### config.mk
export PLATFORM = sky130hd
export DESIGN_NAME = seq_src_task_2_flat
export DESIGN_NICKNAME = d
export VERILOG_FILES = /design/src/rtl/seq_src_task_2_if.sv /design/src/rtl/seq_src_task_2.sv /design/src/flat_wrapper.sv
export SDC_FILE = /design/constraint.sdc
export NUM_CORES = 1
export LEC_CHECK = 0
export BUFFER_PORTS_ARGS = -buffer_cell sky130_fd_sc_hd__buf_4
export CORE_MARGIN = 2
export CORE_UTILIZATION = 60
export CTS_BUF_LIST = sky130_fd_sc_hd__clkbuf_4 sky130_fd_sc_hd__clkbuf_8 sky130_fd_sc_hd__clkbuf_16
export DETAILED_ROUTE_END_ITERATION = 7
export HOLD_SLACK_MARGIN = 0.06
export PLACE_DENSITY_LB_ADDON = 0.15
export SLEW_MARGIN = 25
export SYNTH_ARGS = -nofsm -noshare
export SYNTH_HDL_FRONTEND = slang
export SYNTH_SLANG_ARGS = --single-unit
### constraint.sdc
create_clock -name clk -period 3.28 [get_ports clk]
set_input_delay 0.656 -clock clk [delete_from_list [all_inputs] [get_ports clk]]
set_output_delay 0.656 -clock clk [all_outputs]
set_load 0.005 [all_outputs]
### src/rtl/seq_src_task_2_if.sv
// Pattern-offer channel for the serial pattern source: pattern word, length,
//   repeat count and abort travel with a valid/ready handshake.
// Ports: master drives the pattern side, slave (the source block) returns pat_ready.
interface seq_src_task_2_if #(
    parameter int PATTERN_W = 24
) ();
    localparam int LEN_W = $clog2(PATTERN_W + 1);

    logic                 pat_valid;
    logic                 pat_ready;
    logic [PATTERN_W-1:0] pat_data;
    logic [LEN_W-1:0]     pat_len;
    logic [7:0]           rep_cnt;
    logic                 abort;

    modport master (
        output pat_valid,
        output pat_data,
        output pat_len,
        output rep_cnt,
        output abort,
        input  pat_ready
    );

    modport slave (
        input  pat_valid,
        input  pat_data,
        input  pat_len,
        input  rep_cnt,
        input  abort,
        output pat_ready
    );
endinterface

### src/rtl/seq_src_task_2.sv
// Serial pattern source: shifts an accepted pattern word out MSB first, with repeat/loop and abort.
// Latency: first bit on 'out' one cycle after acceptance; each bit held BIT_CYCLES cycles.
// Backpressure: pat_ready is high only in IDLE (including the done cycle); abort blocks acceptance.
// Ports: clk, reset (sync, active-high); pat_if (slave: pattern/len/rep/abort in, pat_ready out);
//   out / out_valid / busy / done are registered serial-side outputs.
module seq_src_task_2 #(
    parameter int   PATTERN_W  = 24,
    parameter int   BIT_CYCLES = 1,
    parameter logic IDLE_LEVEL = 1'b0
) (
    input  logic               clk,
    input  logic               reset,
    seq_src_task_2_if.slave    pat_if,
    output logic               out,
    output logic               out_valid,
    output logic               busy,
    output logic               done
);
    localparam int LW = $clog2(PATTERN_W + 1);
    localparam int CW = (BIT_CYCLES > 1) ? $clog2(BIT_CYCLES) : 1;

    typedef enum logic {
        S_IDLE  = 1'b0,
        S_SHIFT = 1'b1
    } state_t;

    state_t               state_q,     state_d;
    logic [PATTERN_W-1:0] pat_q,       pat_d;      // original word, reloaded each pass
    logic [PATTERN_W-1:0] sh_q,        sh_d;       // sh_q[MSB] is the bit currently on 'out'
    logic [LW-1:0]        len_q,       len_d;
    logic [LW-1:0]        bit_q,       bit_d;
    logic [CW-1:0]        cyc_q,       cyc_d;
    logic [7:0]           pass_q,      pass_d;     // passes remaining, including current one
    logic                 loop_q,      loop_d;     // rep_cnt was 0: repeat until abort
    logic                 out_q,       out_d;
    logic                 out_valid_q, out_valid_d;
    logic                 busy_q,      busy_d;
    logic                 done_q,      done_d;

    logic [LW-1:0]        len_eff;
    logic                 accept;
    logic                 bit_end;
    logic                 pass_end;

    // Zero or out-of-range length means "whole word".
    assign len_eff  = ((pat_if.pat_len == '0) || (pat_if.pat_len > LW'(PATTERN_W)))
                      ? LW'(PATTERN_W) : pat_if.pat_len;
    assign accept   = (state_q == S_IDLE) && pat_if.pat_valid && !pat_if.abort;
    assign bit_end  = (cyc_q == CW'(BIT_CYCLES - 1));
    assign pass_end = (bit_q == (len_q - LW'(1)));

    assign pat_if.pat_ready = (state_q == S_IDLE);
    assign out              = out_q;
    assign out_valid        = out_valid_q;
    assign busy             = busy_q;
    assign done             = done_q;

    always_comb begin
        state_d     = state_q;
        pat_d       = pat_q;
        sh_d        = sh_q;
        len_d       = len_q;
        bit_d       = bit_q;
        cyc_d       = cyc_q;
        pass_d      = pass_q;
        loop_d      = loop_q;
        out_d       = IDLE_LEVEL;
        out_valid_d = 1'b0;
        busy_d      = 1'b0;
        done_d      = 1'b0;

        case (state_q)
            S_IDLE: begin
                if (accept) begin
                    state_d     = S_SHIFT;
                    pat_d       = pat_if.pat_data;
                    sh_d        = pat_if.pat_data;
                    len_d       = len_eff;
                    bit_d       = '0;
                    cyc_d       = '0;
                    pass_d      = pat_if.rep_cnt;
                    loop_d      = (pat_if.rep_cnt == 8'd0);
                    out_d       = pat_if.pat_data[PATTERN_W-1];
                    out_valid_d = 1'b1;
                    busy_d      = 1'b1;
                end
            end

            S_SHIFT: begin
                if (pat_if.abort) begin
                    // Truncate immediately; no done pulse.
                    state_d = S_IDLE;
                    bit_d   = '0;
                    cyc_d   = '0;
                    pass_d  = '0;
                    loop_d  = 1'b0;
                end else begin
                    out_d       = sh_q[PATTERN_W-1];
                    out_valid_d = 1'b1;
                    busy_d      = 1'b1;
                    if (!bit_end) begin
                        cyc_d = cyc_q + CW'(1);
                    end else begin
                        cyc_d = '0;
                        if (!pass_end) begin
                            bit_d = bit_q + LW'(1);
                            sh_d  = sh_q << 1;
                            out_d = sh_q[PATTERN_W-2];
                        end else if (loop_q || (pass_q > 8'd1)) begin
                            // Seamless wrap: MSB follows the last bit with no gap.
                            bit_d  = '0;
                            sh_d   = pat_q;
                            out_d  = pat_q[PATTERN_W-1];
                            pass_d = loop_q ? pass_q : (pass_q - 8'd1);
                        end else begin
                            state_d     = S_IDLE;
                            bit_d       = '0;
                            pass_d      = '0;
                            out_d       = IDLE_LEVEL;
                            out_valid_d = 1'b0;
                            busy_d      = 1'b0;
                            done_d      = 1'b1;
                        end
                    end
                end
            end

            default: state_d = S_IDLE;
        endcase
    end

    always_ff @(posedge clk) begin
        if (reset) begin
            state_q     <= S_IDLE;
            pat_q       <= '0;
            sh_q        <= '0;
            len_q       <= '0;
            bit_q       <= '0;
            cyc_q       <= '0;
            pass_q      <= '0;
            loop_q      <= 1'b0;
            out_q       <= IDLE_LEVEL;
            out_valid_q <= 1'b0;
            busy_q      <= 1'b0;
            done_q      <= 1'b0;
        end else begin
            state_q     <= state_d;
            pat_q       <= pat_d;
            sh_q        <= sh_d;
            len_q       <= len_d;
            bit_q       <= bit_d;
            cyc_q       <= cyc_d;
            pass_q      <= pass_d;
            loop_q      <= loop_d;
            out_q       <= out_d;
            out_valid_q <= out_valid_d;
            busy_q      <= busy_d;
            done_q      <= done_d;
        end
    end
endmodule
### src/flat_wrapper.sv
// flat-port wrapper written by rule: the top's interface ports become plain ports
module seq_src_task_2_flat 
#(
    parameter int   PATTERN_W  = 24,
    parameter int   BIT_CYCLES = 1,
    parameter logic IDLE_LEVEL = 1'b0
)
  (clk, reset, out, out_valid, busy, done, pat_if_pat_valid, pat_if_pat_data, pat_if_pat_len, pat_if_rep_cnt, pat_if_abort, pat_if_pat_ready);
  seq_src_task_2_if #(.PATTERN_W(PATTERN_W)) pat_if_i ();
  input  logic clk;
  input  logic reset;
  output logic out;
  output logic out_valid;
  output logic busy;
  output logic done;
  input wire logic [$bits(pat_if_i.pat_valid)-1:0] pat_if_pat_valid;
  input wire logic [$bits(pat_if_i.pat_data)-1:0] pat_if_pat_data;
  input wire logic [$bits(pat_if_i.pat_len)-1:0] pat_if_pat_len;
  input wire logic [$bits(pat_if_i.rep_cnt)-1:0] pat_if_rep_cnt;
  input wire logic [$bits(pat_if_i.abort)-1:0] pat_if_abort;
  output wire logic [$bits(pat_if_i.pat_ready)-1:0] pat_if_pat_ready;
  assign pat_if_i.pat_valid = pat_if_pat_valid;
  assign pat_if_i.pat_data = pat_if_pat_data;
  assign pat_if_i.pat_len = pat_if_pat_len;
  assign pat_if_i.rep_cnt = pat_if_rep_cnt;
  assign pat_if_i.abort = pat_if_abort;
  assign pat_if_pat_ready = pat_if_i.pat_ready;
  seq_src_task_2 #(.PATTERN_W(PATTERN_W), .BIT_CYCLES(BIT_CYCLES), .IDLE_LEVEL(IDLE_LEVEL)) u_core (.clk(clk), .reset(reset), .pat_if(pat_if_i), .out(out), .out_valid(out_valid), .busy(busy), .done(done));
endmodule
# Yosys cells after proc, flatten, opt, wreduce, memory -nomap -nowiden
# Index checks and enable logic that the tools add are counted.
# word_totals
register_bits	71
word_cells	79
# classes
n_lt_le_gt_ge	2
n_bitwise	2
n_reduce_logical	13
addsub	4
n_mux	39
n_eq_ne	9
# ops
operator	count
2-to-1 mux 24 bit	5
2-to-1 mux 8 bit	6
one-hot mux 24 bit (2 select lines)	1
2-to-1 mux 5 bit	5
2-to-1 mux 1 bit	16
one-hot mux 8 bit (2 select lines)	1
one-hot mux 5 bit (2 select lines)	1
!= test 3 bit, second input constant	3
greater-than comparator 8 x 1 -> 1 bit, second input constant	1
zero test 8 bit	1
one-hot mux 1 bit (2 select lines)	4
AND reduction 4 bit	2
subtractor 8 x 1 -> 8 bit, second input constant	1
!= test 2 bit, second input constant	3
AND reduction 2 bit	3
adder 5 x 1 -> 5 bit, second input constant	1
== test 5 bit	1
greater-than comparator 5 bit, second input constant	1
zero test 5 bit	1
OR reduction 5 bit	1
subtractor 5 x 1 -> 5 bit, second input constant	1
!= test 4 bit, second input constant	1
logical AND 1 bit	2
logical OR 1 bit	2
4 further kinds	5

# Longest topological paths before layout
# logic_depth
depth_word	7
depth_mapped	8

# Least setup slack after synthesis
# No wires, ideal clock.
# synth_timing
path_kind	register to register
start	register u_core.len_q[0]
end	register u_core.pass_q[4]
n_path_buf	1
setup_slack_ns	1.149
setup_time_ns	0.136
required_time_ns	3.144
synth_period_minus_slack_ns	2.131
arrival_time_ns	1.995
stages_incl_launch_ff	9
path_cell_list	dfxtp_1 inv_1 ha_1 xor2_1 o211ai_4 a211o_1 buf_2 o311ai_0 a31oi_1
# synth_between
elab_chain_cells	4
# synth_lines
item	line_no	rtl
from (decl)	seq_src_task_2.sv:30	logic [LW-1:0] len_q, len_d;
from (signal assigned)	seq_src_task_2.sv:150	len_q <= len_d;
subtractor 5 x 1 -> 5 bit	seq_src_task_2.sv:50	assign pass_end = (bit_q == (len_q - LW'(1)));
== test 5 bit	seq_src_task_2.sv:50	
!= test 3 bit (no line)	n/a	
AND reduction 4 bit (no line)	n/a	
to (signal assigned)	seq_src_task_2.sv:153	pass_q <= pass_d;
to (decl)	seq_src_task_2.sv:33	logic [7:0] pass_q, pass_d;
# Every way passes these cells.
# A chain may end at the register's enable or synchronous reset.

# Worst setup path after layout
# layout_timing
start	register u_core.len_q[0]
end	register u_core.sh_q[16]
# layout_between
elab_chain_cells	6
word_cells_on_any_way	8
classes_between	add/sub: 1; eq/ne: 2; mux: 4; reduce/logical: 1
# layout_lines
item	line_no	rtl
subtractor 5 x 1 -> 5 bit *	seq_src_task_2.sv:50	
== test 5 bit *	seq_src_task_2.sv:50	
2-to-1 mux 24 bit	seq_src_task_2.sv:105	if (!pass_end) begin
2-to-1 mux 24 bit	seq_src_task_2.sv:101	if (!bit_end) begin
2-to-1 mux 24 bit	seq_src_task_2.sv:90	if (pat_if.abort) begin
one-hot mux 24 bit (2 select lines)	seq_src_task_2.sv:72	case (state_q)
to (signal assigned)	seq_src_task_2.sv:136	sh_q <= '0;
to (signal assigned)	seq_src_task_2.sv:149	sh_q <= sh_d;
to (decl)	seq_src_task_2.sv:29	logic [PATTERN_W-1:0] sh_q, sh_d;
# Mark *: on every way between the ends. The rest lies on a longest branch, timed or not. The select of a mux whose other input is x is not followed.

==> results.py <==
metrics = {
    "logic_synthesis": {
        "synth_flop_cell": "dfxtp_1",
        "synthAdderAreaFrac": 0.0132,
        "syn_avg_cell_area_um2": 8.18,
        "ys_seq_area_frac": 0.364,
        "synth_xor_area_frac": 0.0201,
        "synth_compound_area_frac": 0.329,
        "ys_ff_latch": 69,
        "synth_top_family_by_area": "compound AO/OA/AOI/OAI gates",
        "async_flop_share": 0,
        "ys_top_cells_by_area": "dfxtp_1, nand2_1, inv_1",
        "ys_top_cells_by_count": "dfxtp_1, nand2_1, inv_1",
        "ys_warn_count": 0,
        "netlist_area_um2": 3790,
        "synth-simple-area-share": 0.156,
        "synthCells": 464,
        "synth_largest_area_cell": "dfxtp_1",
        "synth_top_area_frac": 0.364,
        "syn-num-nets": 509,
        "synth_mux_area_frac": 0.0132,
        "synth_edf_count": 0,
        "ys_types": 56,
    },
    "place": {
        "io_buffers": 45,
        "dp_hpwl_um": 6290,
        "place.gp.congestion": 0.833,
    },
    "drt": {
        "wirelength_um": 9650,
        "drt-pass1-iter-count": 4,
        "drc": 0,
        "dr.first_iter.drc_count": 258,
        "via_count": 3608,
        "ant_nets": 0,
        "wl_per_cell_um": 16.9,
        "vias_per_cell": 6.33,
    },
    "setup_path": {
        "startpoint": "u_core.len_q[0]",
        "critical_path.startpoint_type": "flip-flop",
        "slowest_delay_ns": 0.63,
        "critPathBufInv": 1,
        "r2r-end": "u_core.sh_q[16]",
        "critical_path_class": "reg2reg",
        "reg2reg_from": "u_core.len_q[0]",
        "crit_path_max_fanout": 23,
        "crit_chain": "inv_1 -> ha_1 -> xor2_1 -> o211ai_4 -> a211o_1 -> a21oi_4 -> o32ai_1",
        "ff2ff_setup_slack_ns": 0.66,
        "required_ns": 3.48,
        "slowest_stage": "a21oi_4",
        "end_kind": "flip-flop",
        "arrival_ns": 2.81,
        "critical-path-top-delay-family": "compound AO/OA/AOI/OAI gates",
        "rr_worst_depth": 7,
    },
    "grt": {
        "grt_pass1_vias": 3454,
        "grt.overflow.total": 0,
        "grt_pass1_wl_um": 16300,
        "antenna_found_initial": 0,
        "grt_max_degree": 45,
        "grt_usage": 0.285,
    },
    "sta": {
        "fin_crit_ns": 2.62,
        "finalSetupTns_ns": 0,
        "worstMarginPinSlew_ns": 0.909,
        "fmax_mhz": 382,
        "hold_viol": 0,
        "grt_setup_unrepaired": "false",
        "finalCritPeriodShare": 0.798,
        "setup_viol": 0,
        "slew_headroom": 0.394,
        "whs_ns": 0.456,
        "final-max-slew-violation-count": 0,
        "skew_ns": 0.0101,
    },
    "outcome": {
        "outcome": "complete, no violations",
    },
    "die": {
        "die_w_um": 83.5,
        "io_pins": 46,
        "fp.dieArea_um2": 6980,
        "coreArea_um2": 6030,
        "die_y_um": 83.5,
        "fp-row-count": 28,
        "initial_core_util": 0.630,
    },
    "hold_path": {
        "hold_path.class": "reg2reg",
        "hold_depth": 2,
        "min-delay-start": "u_core.pat_q[14]",
        "hold_end": "u_core.pat_q[14]",
    },
    "final_layout": {
        "nNetsFinal": 536,
        "area_growth_pct": 14.1,
        "drive_above_1_share": 0.194,
        "diodes": 0,
        "num-fill-cells": 491,
    },
    "clock_network": {
        "cts_made_buffers": 9,
        "cts_buffer_depth": 2,
        "clock_sinks": 69,
        "cts_tree": "yes",
        "post_cts_buffers": 0,
        "root_buffer": "clkbuf_8",
        "clk_latency_ns": 0.35,
        "clkTransAtPathRegs_ns": 0.07,
        "htree_levels": 3,
        "post_cts_resized": 0,
        "postCtsHoldBufs": 0,
    },
    "run": {
        "drv_cap": 0,
    },
    "power": {
        "power_density_nw_per_um2": 474,
        "irDropWorstVdd_mv": 0.300,
        "p_leak_nw": 1.51,
        "power_w": 0.00205,
    },
}
-- cell type report --
class,count,area [um^2],area share
well taps,75,93.8,0.0217
flip-flops and latches,69,1380,0.319
inverters,53,199,0.0459
multi-input cells,301,2020,0.466
clock inverters,3,43.8,0.0101
repair buffers,57,428,0.0988
clock buffers,12,165,0.0381
-- cells in the final DEF, fill, tap and decap left out, types with 3 or more instances in the layout --
| master | n |
|---|---|
| nand4_1 | 3 |
| nand3_1 | 9 |
| a2111oi_0 | 22 |
| nand2b_1 | 3 |
| o32ai_2 | 6 |
| nor4_1 | 9 |
| xnor2_1 | 3 |
| a21oi_1 | 31 |
| nand2_1 | 69 |
| a211oi_1 | 24 |
| o21ai_0 | 29 |
| clkbuf_8 | 12 |
| a31oi_1 | 7 |
| nor2_1 | 6 |
| o32ai_1 | 17 |
| mux2i_1 | 5 |
| o2bb2ai_1 | 3 |
| inv_1 | 53 |
| buf_4 | 57 |
| ha_1 | 4 |
| dfxtp_1 | 69 |
| nor3_1 | 8 |
| nor2b_1 | 3 |
-- power by group --
group	leakage (nW)	switching, W	internal [W]
sequential	0.564	0.0000462	0.000895
combinational	0.835	0.000231	0.000156
clock	0.108	0.000315	0.000409
total	1.51	0.000592	0.00146
-- worst max path at each step --
stage | to | cells after the start
5_1_grt | u_core.sh_q[16] | 7
6_report | u_core.sh_q[16] | 7
3_3_place_gp | u_core.sh_q[3] | 7
2_1_floorplan | u_core.pass_q[4] | 8
3_5_place_dp | u_core.sh_q[10] | 7
4_1_cts | u_core.sh_q[4] | 7
-- registers in the layout, indices dropped and copies added, names as in the netlist --
register / flops
u_core.out: 1
u_core.len_q: 5
u_core.done: 1
u_core.sh_q: 23
u_core.out_valid: 1
u_core.pass_q: 8
u_core.pat_q: 24
u_core.loop_q: 1
u_core.bit_q: 5
-- per-stage QoR --
step           area [um^2]   util  instances  setup slack, ns
2_1_floorplan         3790      -        464             1.15
3_3_place_gp          4120  0.684        555            0.778
3_5_place_dp          4120  0.684        555            0.682
4_1_cts               4330  0.719        570            0.681
5_1_grt               4330  0.719        570            0.448
6_report              4330  0.719        570            0.662
-- per-layer routing --
metal	GRT usage	part of all wire	up-vias
met2	0.460	0.48	146
li1	-	-	1737
met3	0.0445	0.065	20
met5	0	0	-
met1	0.378	0.44	1705
met4	0.126	0.020	0
-- logic make-up (layout without fill, tap and decap cells) --
| group | Yosys count | count (layout) |
|---|---|---|
| and+or+nand+nor | 125 | 125 |
| xor gates and xnor gates | 7 | 7 |
| DFF | 69 | 69 |
| adders and majority gates | 4 | 4 |
| buffers and inverters | 94 | 125 |
| muxes | 5 | 5 |
| AOI/OAI and AO/OA | 160 | 160 |
-- tightest hold or removal path, stage by stage, from the launching register on --
cell	delay, ns
dfxtp_1	0.31
nand2_1	0.05
a21oi_1	0.05
Power figures use the tool's default switching activity.
